`src/rtl/pipelined_instruction_decoder_pkg.sv`:
```
// Shared types and constants for the instruction decode stage (package decoder_pkg).
// The LEGAL_OPCODES table is only consulted when DECODER_ILLEGAL_OP_EN is defined.
package decoder_pkg;

    localparam int DEC_INSTR_W = 32;
    localparam int DEC_OPC_W   = 6;
    localparam int DEC_REG_W   = 5;
    localparam int DEC_FUNC_W  = 5;
    localparam int DEC_IMM_W   = 16;

    typedef enum logic [1:0] {
        CLS_R = 2'd0,
        CLS_I = 2'd1,
        CLS_J = 2'd2
    } instr_class_t;

    localparam logic [DEC_OPC_W-1:0] OPC_RTYPE = 6'h00;
    localparam logic [DEC_OPC_W-1:0] OPC_J     = 6'h02;
    localparam logic [DEC_OPC_W-1:0] OPC_JAL   = 6'h03;

    // Opcodes the core implements; anything else is flagged, not dropped.
    localparam int N_LEGAL = 18;
    localparam logic [DEC_OPC_W-1:0] LEGAL_OPCODES [N_LEGAL] = '{
        6'h00, 6'h02, 6'h03, 6'h04, 6'h05, 6'h08, 6'h09, 6'h0A, 6'h0C,
        6'h0D, 6'h0E, 6'h0F, 6'h20, 6'h23, 6'h24, 6'h25, 6'h28, 6'h2B
    };

    typedef struct packed {
        logic [DEC_OPC_W-1:0]             opcode;
        logic [DEC_REG_W-1:0]             rs;
        logic [DEC_REG_W-1:0]             rt;
        logic [DEC_REG_W-1:0]             shamt;
        logic [DEC_FUNC_W-1:0]            func;
        logic [DEC_IMM_W-1:0]             imm;
        logic [DEC_INSTR_W-DEC_OPC_W-1:0] label2;
        logic [DEC_INSTR_W-1:0]           imm_sext;
        instr_class_t                     instr_class;
`ifdef DECODER_ILLEGAL_OP_EN
        logic                             illegal_op;
`endif
    } decoded_fields_t;

    function automatic instr_class_t classify(input logic [DEC_OPC_W-1:0] opcode);
        if (opcode == OPC_RTYPE) return CLS_R;
        if (opcode == OPC_J || opcode == OPC_JAL) return CLS_J;
        return CLS_I;
    endfunction

    function automatic logic is_legal_opcode(input logic [DEC_OPC_W-1:0] opcode);
        logic hit;
        hit = 1'b0;
        for (int i = 0; i < N_LEGAL; i++) begin
            if (LEGAL_OPCODES[i] == opcode) hit = 1'b1;
        end
        return hit;
    endfunction

endpackage

```
`src/rtl/pipelined_instruction_decoder_if.sv`:
```
// Fetch-side and register-read-side handshake bundle of the decode stage.
// The decoder sits on the slave modport; fetch/consumer logic uses master.
interface pipelined_instruction_decoder_if
    import decoder_pkg::*;
#(
    parameter int INSTR_W = DEC_INSTR_W,
    parameter int OPC_W   = DEC_OPC_W,
    parameter int REG_W   = DEC_REG_W,
    parameter int FUNC_W  = DEC_FUNC_W,
    parameter int IMM_W   = DEC_IMM_W
);
    logic                     in_valid;
    logic                     in_ready;
    logic [INSTR_W-1:0]       in_instr;
    logic                     out_valid;
    logic                     out_ready;
    logic [OPC_W-1:0]         opcode;
    logic [REG_W-1:0]         rs;
    logic [REG_W-1:0]         rt;
    logic [REG_W-1:0]         shamt;
    logic [FUNC_W-1:0]        func;
    logic [IMM_W-1:0]         imm;
    logic [IMM_W-1:0]         label1;
    logic [INSTR_W-OPC_W-1:0] label2;
    logic [INSTR_W-1:0]       imm_sext;
    logic [1:0]               instr_class;

`ifdef DECODER_ILLEGAL_OP_EN
    logic                     illegal_op;
    logic [15:0]              illegal_cnt;

    modport master (
        output in_valid, in_instr, out_ready,
        input  in_ready, out_valid, opcode, rs, rt, shamt, func, imm, label1,
               label2, imm_sext, instr_class, illegal_op, illegal_cnt
    );
    modport slave (
        input  in_valid, in_instr, out_ready,
        output in_ready, out_valid, opcode, rs, rt, shamt, func, imm, label1,
               label2, imm_sext, instr_class, illegal_op, illegal_cnt
    );
`else
    modport master (
        output in_valid, in_instr, out_ready,
        input  in_ready, out_valid, opcode, rs, rt, shamt, func, imm, label1,
               label2, imm_sext, instr_class
    );
    modport slave (
        input  in_valid, in_instr, out_ready,
        output in_ready, out_valid, opcode, rs, rt, shamt, func, imm, label1,
               label2, imm_sext, instr_class
    );
`endif

endinterface

```
`src/rtl/pipelined_instruction_decoder_skid_buffer.sv`:
```
// Generic 2-entry valid/ready buffer (main + skid) with synchronous flush.
// in_ready is registered so no combinational path runs from out_ready to in_ready.
module decode_skid_buffer #(
    parameter int W = 8
) (
    input  logic         clk,
    input  logic         rst,
    input  logic         flush,
    input  logic         in_valid,
    output logic         in_ready,
    input  logic [W-1:0] in_data,
    output logic         out_valid,
    input  logic         out_ready,
    output logic [W-1:0] out_data
);
    typedef enum logic [1:0] {
        EMPTY = 2'd0,
        ONE   = 2'd1,
        FULL  = 2'd2
    } buf_state_t;

    buf_state_t   state;
    buf_state_t   state_next;
    logic         ready_q;
    logic [W-1:0] main_q;
    logic [W-1:0] skid_q;
    logic         in_xfer;
    logic         out_xfer;
    logic         load_main_in;
    logic         load_skid_in;
    logic         load_main_skid;

    assign in_ready  = ready_q;
    assign out_valid = (state != EMPTY);
    assign out_data  = main_q;
    assign in_xfer   = in_valid & ready_q;
    assign out_xfer  = out_valid & out_ready;

    // NOTE: sequential state uses non-blocking assignments so every register sees pre-edge values.
    always_ff @(posedge clk) begin
        if (rst) begin
            state   <= EMPTY;
            ready_q <= 1'b1;
        end else begin
            state   <= state_next;
            ready_q <= (state_next != FULL);
        end
    end

    // NOTE: every always_comb output gets a default first so no path leaves it unassigned (no latch).
    always_comb begin
        state_next = state;
        if (flush) begin
            state_next = EMPTY;
        end else begin
            case (state)
                EMPTY: if (in_xfer) state_next = ONE;
                ONE: begin
                    if (in_xfer && !out_xfer)      state_next = FULL;
                    else if (!in_xfer && out_xfer) state_next = EMPTY;
                end
                FULL:    if (out_xfer) state_next = ONE;
                default: state_next = EMPTY;
            endcase
        end
    end

    always_comb begin
        load_main_in   = 1'b0;
        load_skid_in   = 1'b0;
        load_main_skid = 1'b0;
        if (!flush) begin
            case (state)
                EMPTY: load_main_in = in_xfer;
                ONE: begin
                    load_main_in = in_xfer && out_xfer;
                    load_skid_in = in_xfer && !out_xfer;
                end
                FULL:    load_main_skid = out_xfer;
                default: ;
            endcase
        end
    end

    // NOTE: payload registers are reset on purpose: the field outputs must read zero after rst.
    always_ff @(posedge clk) begin
        if (rst) begin
            main_q <= '0;
            skid_q <= '0;
        end else begin
            if (load_main_in)        main_q <= in_data;
            else if (load_main_skid) main_q <= skid_q;
            if (load_skid_in)        skid_q <= in_data;
        end
    end

endmodule

```
`src/rtl/pipelined_instruction_decoder.sv`:
```
// Registered decode stage between fetch and register read; decodes on the way in, stores fields.
// Optional DECODER_ILLEGAL_OP_EN adds illegal_op and a saturating illegal_cnt.
module pipelined_instruction_decoder
    import decoder_pkg::*;
#(
    parameter int INSTR_W = DEC_INSTR_W,
    parameter int OPC_W   = DEC_OPC_W,
    parameter int REG_W   = DEC_REG_W,
    parameter int FUNC_W  = DEC_FUNC_W,
    parameter int IMM_W   = DEC_IMM_W
) (
    input logic clk,
    input logic rst,
    input logic flush,
    pipelined_instruction_decoder_if.slave bus
);
    if (OPC_W + 3 * REG_W > INSTR_W) begin : g_bad_field_layout
        $error("opcode plus rs/rt/shamt fields do not fit in INSTR_W");
    end
    if (IMM_W > INSTR_W) begin : g_bad_imm_width
        $error("IMM_W exceeds INSTR_W");
    end
    // decoded_fields_t is sized in decoder_pkg, so a new geometry is made there.
    if (INSTR_W != DEC_INSTR_W || OPC_W != DEC_OPC_W || REG_W != DEC_REG_W ||
        FUNC_W != DEC_FUNC_W || IMM_W != DEC_IMM_W) begin : g_pkg_width_mismatch
        $error("parameters differ from the decoder_pkg field widths");
    end

    decoded_fields_t dec_in;
    decoded_fields_t dec_main;

    always_comb begin
        dec_in             = '0;
        dec_in.opcode      = bus.in_instr[INSTR_W-1 -: OPC_W];
        dec_in.rs          = bus.in_instr[INSTR_W-OPC_W-1 -: REG_W];
        dec_in.rt          = bus.in_instr[INSTR_W-OPC_W-REG_W-1 -: REG_W];
        dec_in.shamt       = bus.in_instr[INSTR_W-OPC_W-2*REG_W-1 -: REG_W];
        dec_in.func        = bus.in_instr[FUNC_W-1:0];
        dec_in.imm         = bus.in_instr[IMM_W-1:0];
        dec_in.label2      = bus.in_instr[INSTR_W-OPC_W-1:0];
        dec_in.imm_sext    = INSTR_W'($signed(bus.in_instr[IMM_W-1:0]));
        dec_in.instr_class = classify(bus.in_instr[INSTR_W-1 -: OPC_W]);
`ifdef DECODER_ILLEGAL_OP_EN
        dec_in.illegal_op  = ~is_legal_opcode(bus.in_instr[INSTR_W-1 -: OPC_W]);
`endif
    end

    decode_skid_buffer #(
        .W($bits(decoded_fields_t))
    ) u_skid (
        .clk       (clk),
        .rst       (rst),
        .flush     (flush),
        .in_valid  (bus.in_valid),
        .in_ready  (bus.in_ready),
        .in_data   (dec_in),
        .out_valid (bus.out_valid),
        .out_ready (bus.out_ready),
        .out_data  (dec_main)
    );

    assign bus.opcode      = dec_main.opcode;
    assign bus.rs          = dec_main.rs;
    assign bus.rt          = dec_main.rt;
    assign bus.shamt       = dec_main.shamt;
    assign bus.func        = dec_main.func;
    assign bus.imm         = dec_main.imm;
    assign bus.label1      = dec_main.imm;
    assign bus.label2      = dec_main.label2;
    assign bus.imm_sext    = dec_main.imm_sext;
    assign bus.instr_class = dec_main.instr_class;

`ifdef DECODER_ILLEGAL_OP_EN
    logic [15:0] illegal_cnt_q;

    // Counts at output transfer only, so flushed words never reach the count; flush does not clear it.
    always_ff @(posedge clk) begin
        if (rst) begin
            illegal_cnt_q <= '0;
        end else if (bus.out_valid && bus.out_ready && dec_main.illegal_op &&
                     illegal_cnt_q != 16'hFFFF) begin
            illegal_cnt_q <= illegal_cnt_q + 16'd1;
        end
    end

    assign bus.illegal_op  = dec_main.illegal_op;
    assign bus.illegal_cnt = illegal_cnt_q;
`endif

endmodule
```
`src/flat_wrapper.sv`:
```
// flat-port wrapper written by rule: the top's interface ports become plain ports
module pipelined_instruction_decoder_flat import decoder_pkg::*;
#(
    parameter int INSTR_W = DEC_INSTR_W,
    parameter int OPC_W   = DEC_OPC_W,
    parameter int REG_W   = DEC_REG_W,
    parameter int FUNC_W  = DEC_FUNC_W,
    parameter int IMM_W   = DEC_IMM_W
)
  (clk, rst, flush, bus_in_valid, bus_in_instr, bus_out_ready, bus_in_ready, bus_out_valid, bus_opcode, bus_rs, bus_rt, bus_shamt, bus_func, bus_imm, bus_label1, bus_label2, bus_imm_sext, bus_instr_class);
  pipelined_instruction_decoder_if #(.INSTR_W(INSTR_W), .OPC_W(OPC_W), .REG_W(REG_W), .FUNC_W(FUNC_W), .IMM_W(IMM_W)) bus_i ();
  input logic clk;
  input logic rst;
  input logic flush;
  input wire logic [$bits(bus_i.in_valid)-1:0] bus_in_valid;
  input wire logic [$bits(bus_i.in_instr)-1:0] bus_in_instr;
  input wire logic [$bits(bus_i.out_ready)-1:0] bus_out_ready;
  output wire logic [$bits(bus_i.in_ready)-1:0] bus_in_ready;
  output wire logic [$bits(bus_i.out_valid)-1:0] bus_out_valid;
  output wire logic [$bits(bus_i.opcode)-1:0] bus_opcode;
  output wire logic [$bits(bus_i.rs)-1:0] bus_rs;
  output wire logic [$bits(bus_i.rt)-1:0] bus_rt;
  output wire logic [$bits(bus_i.shamt)-1:0] bus_shamt;
  output wire logic [$bits(bus_i.func)-1:0] bus_func;
  output wire logic [$bits(bus_i.imm)-1:0] bus_imm;
  output wire logic [$bits(bus_i.label1)-1:0] bus_label1;
  output wire logic [$bits(bus_i.label2)-1:0] bus_label2;
  output wire logic [$bits(bus_i.imm_sext)-1:0] bus_imm_sext;
  output wire logic [$bits(bus_i.instr_class)-1:0] bus_instr_class;
  assign bus_i.in_valid = bus_in_valid;
  assign bus_i.in_instr = bus_in_instr;
  assign bus_i.out_ready = bus_out_ready;
  assign bus_in_ready = bus_i.in_ready;
  assign bus_out_valid = bus_i.out_valid;
  assign bus_opcode = bus_i.opcode;
  assign bus_rs = bus_i.rs;
  assign bus_rt = bus_i.rt;
  assign bus_shamt = bus_i.shamt;
  assign bus_func = bus_i.func;
  assign bus_imm = bus_i.imm;
  assign bus_label1 = bus_i.label1;
  assign bus_label2 = bus_i.label2;
  assign bus_imm_sext = bus_i.imm_sext;
  assign bus_instr_class = bus_i.instr_class;
  pipelined_instruction_decoder #(.INSTR_W(INSTR_W), .OPC_W(OPC_W), .REG_W(REG_W), .FUNC_W(FUNC_W), .IMM_W(IMM_W)) u_core (.clk(clk), .rst(rst), .flush(flush), .bus(bus_i));
endmodule
```
`config.mk`:
```
export PLATFORM = sky130hd
export DESIGN_NAME = pipelined_instruction_decoder_flat
export DESIGN_NICKNAME = d
export VERILOG_FILES = /design/src/rtl/pipelined_instruction_decoder_pkg.sv /design/src/rtl/pipelined_instruction_decoder_if.sv /design/src/rtl/pipelined_instruction_decoder_skid_buffer.sv /design/src/rtl/pipelined_instruction_decoder.sv /design/src/flat_wrapper.sv
export SDC_FILE = /design/constraint.sdc
export NUM_CORES = 1
export LEC_CHECK = 0
export ABC_AREA = 1
export CORE_UTILIZATION = 45
export CTS_BUF_LIST = sky130_fd_sc_hd__clkbuf_8
export CTS_CLUSTER_SIZE = 10
export DETAILED_ROUTE_END_ITERATION = 10
export PLACE_DENSITY = 0.83
export SYNTH_ARGS = -nofsm -noshare
export SYNTH_HDL_FRONTEND = slang
export SYNTH_SLANG_ARGS = --single-unit
```
`constraint.sdc`:
```
create_clock -name clk -period 1.6 [get_ports clk]
set_input_delay 0.16 -clock clk [delete_from_list [all_inputs] [get_ports clk]]
set_output_delay 0.16 -clock clk [all_outputs]
set_load 0.01 [all_outputs]
```
* Word-level counts from Yosys, hierarchy flattened
Index checks and enable logic that the tools add are counted.
** Word-level totals
- Memories :: 0
- Latch bits :: 0
- Word-level logic and storage cells :: 42
- Output and inout port bits :: 120
- ROM bits :: 0
- Input port bits :: 37
- Register bits :: 207
- RAM bits :: 0
** Cells by class
- Muxes and demuxes :: 21
- $mul :: 0
- Div/mod/pow operators :: 0
- Add/subtract/negate cells :: 0
- Bitwise gates (word level) :: 2
- Shifts and indexed selects :: 0
- Reductions and logical operators :: 10
- Magnitude comparators :: 0
- Equality and inequality tests :: 5
** Operator list (number)
- $mux 102 :: 2
- $mux 2 :: 9
- $eq 6x2->1 const B :: 2
- $mux 1 :: 8
- $logic_not 6->1 :: 1
- $pmux 2 s3 :: 1
- $reduce_bool 2->1 :: 2
- $logic_and 1x1->1 :: 3
- $and 1x1->1 :: 2
- $eq 2x1->1 const B :: 1
- $eq 2x2->1 const B :: 1
- $logic_not 1->1 :: 2
- $logic_not 2->1 :: 1
- $ne 2x2->1 const B :: 1
- $pmux 1 s2 :: 1
- $logic_or 1x1->1 :: 1

* Logic depth before layout (Yosys ltp)
- Depth after elaboration :: 8
- Depth in mapped cells :: 8
- Gate-level depth less buffers :: 8

* By module
Synthesis repeated with hierarchy kept, for this count alone.
** Second synthesis, totals
- Cells, all modules :: 1510
- Area total of the unflattened synthesis :: 10423.7 µm²
** By module, submodules not included
- decode_skid_buffer :: area each 10276.1 µm², cells each 1487, instances 1, seq. area each 4144.0 µm²
- pipelined_instruction_decoder :: area each 147.6 µm², cells each 23, instances 1, seq. area each 0.0 µm²

* Worst setup path after synthesis
No wires, ideal clock.
- Path kind :: register to register
- Start :: register u_core.u_skid.state[1]
- End :: register u_core.u_skid.main_q[85] (netlist: u_core.u_skid.out_data[85])
- Setup slack :: 0.367 ns
- Clock period less this slack :: 1.233 ns
- Path buffers :: 1
- Arrival time :: 1.106 ns
- Cell stages (with the launch flop) :: 9
- Cell sequence :: dfxtp_1 inv_2 nor2_4 nand2_1 nand2_2 buf_4 nor2_1 nor2_1 nor2_1
** Between the ends
- Word-level cells in the longest chain between the ends :: 6
- Elaborated cells between the ends (all ways) :: 12
- Classes of those cells :: 2 x eq/ne; 5 x mux; 1 x bitwise; 4 x reduce/logical
** RTL lines
- from (decl) :: RTL line pipelined_instruction_decoder_skid_buffer.sv:22 : buf_state_t state;
- from (signal assigned) :: RTL line pipelined_instruction_decoder_skid_buffer.sv:45 : state <= state_next;
- $reduce_bool 2->1 :: RTL line pipelined_instruction_decoder_skid_buffer.sv:34 : assign out_valid = (state != EMPTY);
- $and 1x1->1 :: RTL line pipelined_instruction_decoder_skid_buffer.sv:37 : assign out_xfer = out_valid & out_ready;
- $logic_and 1x1->1 :: RTL line pipelined_instruction_decoder_skid_buffer.sv:76 : load_main_in = in_xfer && out_xfer;
- $pmux 1 s2 :: RTL line pipelined_instruction_decoder_skid_buffer.sv:73 : case (state)
- $mux 1 :: RTL line pipelined_instruction_decoder_skid_buffer.sv:72 : if (!flush) begin
- $mux 102 or $reduce_bool 2->1 (tied branches)
- to (signal assigned) :: RTL line pipelined_instruction_decoder_skid_buffer.sv:91 : if (load_main_in) main_q <= in_data;
- to (signal assigned) :: RTL line pipelined_instruction_decoder_skid_buffer.sv:92 : else if (load_main_skid) main_q <= skid_q;
- to (decl) :: RTL line pipelined_instruction_decoder_skid_buffer.sv:25 : logic [W-1:0] main_q;
Several ways; a longest one is shown, not always the timed one.
A chain may end at the register's enable or synchronous reset.

==> run metrics <==
sequential area share after synthesis=between 30% and 40%; Arr. time, crit path=around 1.4 ns; Worst Path Buf+Inv=1; Max-Cap Viols=0; H-tree levels=3; DRC Markers=0; Hold Crit Class=reg2reg; met1 Usage GRT=25.3%; Peak VDD IR=0.513 mV; clock sink total=71; hold slack=0.489 ns; Post-Syn Nets=602; fin nets=671; CTS tree=built; FP Rows=33; Storage cell area=1430 um^2; post-synth top area share=~37%; area leader, netlist=dfxtp_1; antenna-violating nets left=0; Startpoint Class=flop; Num CTS Buffers=9; vias in the first global route=3194; vias per cell=5.04; layout cells sized above 1=roughly 7.4%; pin count of the biggest net entering global routing=34; post-synthesis adder-cell area fraction=0%; worst slew pin tran=0.365 ns; Pwr Total=0.00408 W; die width=between 90 and 100 um; clock-pin slew on the worst setup and hold paths=0.07 ns; global-route usage over all layers=21.5%; cts repair resizes=10; post-synth cell types=20; area growth from synthesis to layout=34.6%; Setup WS pre-CTS=-0.0320 ns; total gr overflow=0; outcome=complete, no violations; Root Buffer=clkbuf_8; critical path cell sequence=clkdlybuf4s50_1; highest-count cells in the layout ignoring fill and taps=nor2_1 (168), clkdlybuf4s50_1 (134), dfxtp_1 (69); Worst Setup End Kind=primary output; area fraction in compound gates after synthesis=5.40%; post-synthesis simple-gate area fraction=32.4%; final setup vio count=0; slowest CP cell=clkdlybuf4s50_1; multi-input logic area=~1500 um^2; top cells by area, synth=dfxtp_1 (37%), buf_4 (18%), nor2_1 (17%); CP top delay family=buffers and inverters; Vias=3750; Mean Syn Cell Area=about 6.8 um^2; min Tclk post-route=1.51 ns; first-pass GRT wire length=14800 um; Slew HR=between 70% and 80%; post-synthesis register bit count=71; WS Path Type=reg2out; gpl congestion=0.785; Pwr Density=788 nW/um^2; CTS max path bufs=2; max incr delay on CP=0.59 ns; Clk Latency, worst-skew pair=around 0.34 ns; most common cell after layout, fill and taps aside=nor2_1; drt wl/cell=12.9 um; total wire length=9570 um; Die ar.=between 8000 and 9000 um^2; number of I/O port buffers=156; CP Max Fanout=6; hold buffer count at CTS=0; GRT met2 Usage=between 30% and 40%; DR pass1 iterations=5; RSZ-0062 raised after global routing=no; Synth Area in XOR/XNOR=0%; area of the mapped netlist=3850 um^2; skew final=0.00869 ns; final worst path period share=a little over nine tenths; largest family of logic cells by synthesized area=simple AND/OR/NAND/NOR gates; DR iter-0 viols=slightly above 300; Max Slew Vio Count=0; HPWL Detailed=6680 um; fmax=roughly 0.66 GHz; setup bufs post-CTS=0; num ports=~160; Warnings, synthesis=0; Starting Density=46.6%; post-route worst setup slack=0.0895 ns; CP required=1.44 ns; final hold violation count=0; Fill cells=709; Synth Instances=565; initial antenna violation count=0; die span in y=94.5 um; ANT cells=0; GR peak layer=met2; mux contribution to synthesized area=0%; core area=8260 um^2; GR Layer Usage met3=around 3.5%; Lkg Pwr=between 2 and 2.5 nW
## path summary, 6_finish.rpt
kind / startpoint / end / slack [ns] / cells past startpoint
max reg2reg: u_core.u_skid.state[1] / u_core.u_skid.out_data[67] / 0.25 / 7
max: u_core.u_skid.out_data[77] / bus_label1[1] / 0.09 / 1
min: u_core.u_skid.skid_q[81] / u_core.u_skid.skid_q[81] / 0.49 / 2
min reg2reg: u_core.u_skid.skid_q[81] / u_core.u_skid.skid_q[81] / 0.49 / 2
## power by group
group	internal, W	total (W)	switching (W)
Sequential	0.00182	0.00187	0.0000504
Clock	0.000754	0.00144	0.000681
Combinational	0.000412	0.000776	0.000365
## layer usage
layer	wire (um)	part of all wire (%)	up-vias
li1	-	-	1836
met1	3690	39	1701
met2	4860	51	198
met3	847	8.9	15
met4	167	1.7	0
met5	0	0	-
## state kept, by name (all words and copies together), names as in the netlist
| signal | count |
|---|---|
| u_core.u_skid.state | 2 |
| u_core.u_skid.out_data | 34 |
| u_core.u_skid.skid_q | 34 |
| u_core.u_skid.in_ready | 1 |
## metrics by stage
step                TNS, ns  std cells  instance area (um^2)  utilization (%)
finish                    0        744                  5180             62.7
global route              0        744                  5180             62.7
CTS                       0        744                  5140             62.2
detailed placement   -0.122        728                  4930             59.7
global placement          0        728                  4930             59.7
floorplan                 0        565                  3850                -
## logic make-up after synthesis
kind of cell / count (synthesis)
AOI/OAI and AO/OA: 41
DFF: 71
buffers and inverters: 162
and+or+nand+nor: 291
## layout make-up
type	count	share of cell area (%)
Tap cell	105	2.54
Multi-Input combinational cell	332	28.2
Sequential cell	71	27.5
Clock buffer	10	2.66
Clock inverter	6	1.18
Inverter	45	3.26
Timing Repair Buffer	175	34.6
## synthesized netlist by cell type
| cell | count |
|---|---|
| nor2_4 | 1 |
| buf_6 | 1 |
| clkbuf_2 | 1 |
| nor2_1 | 170 |
| clkbuf_1 | 12 |
| nor2_2 | 1 |
| o21ai_1 | 1 |
| nand2_1 | 43 |
| inv_1 | 42 |
| buf_2 | 13 |
| nand3_1 | 40 |
| dfxtp_1 | 71 |
| nand2_2 | 3 |
| nand3_2 | 1 |
| o21ai_0 | 36 |
| buf_4 | 90 |
| a21oi_1 | 3 |
| inv_2 | 3 |
| nand4_1 | 32 |
| o211ai_1 | 1 |
Power figures use the tool's default switching activity.
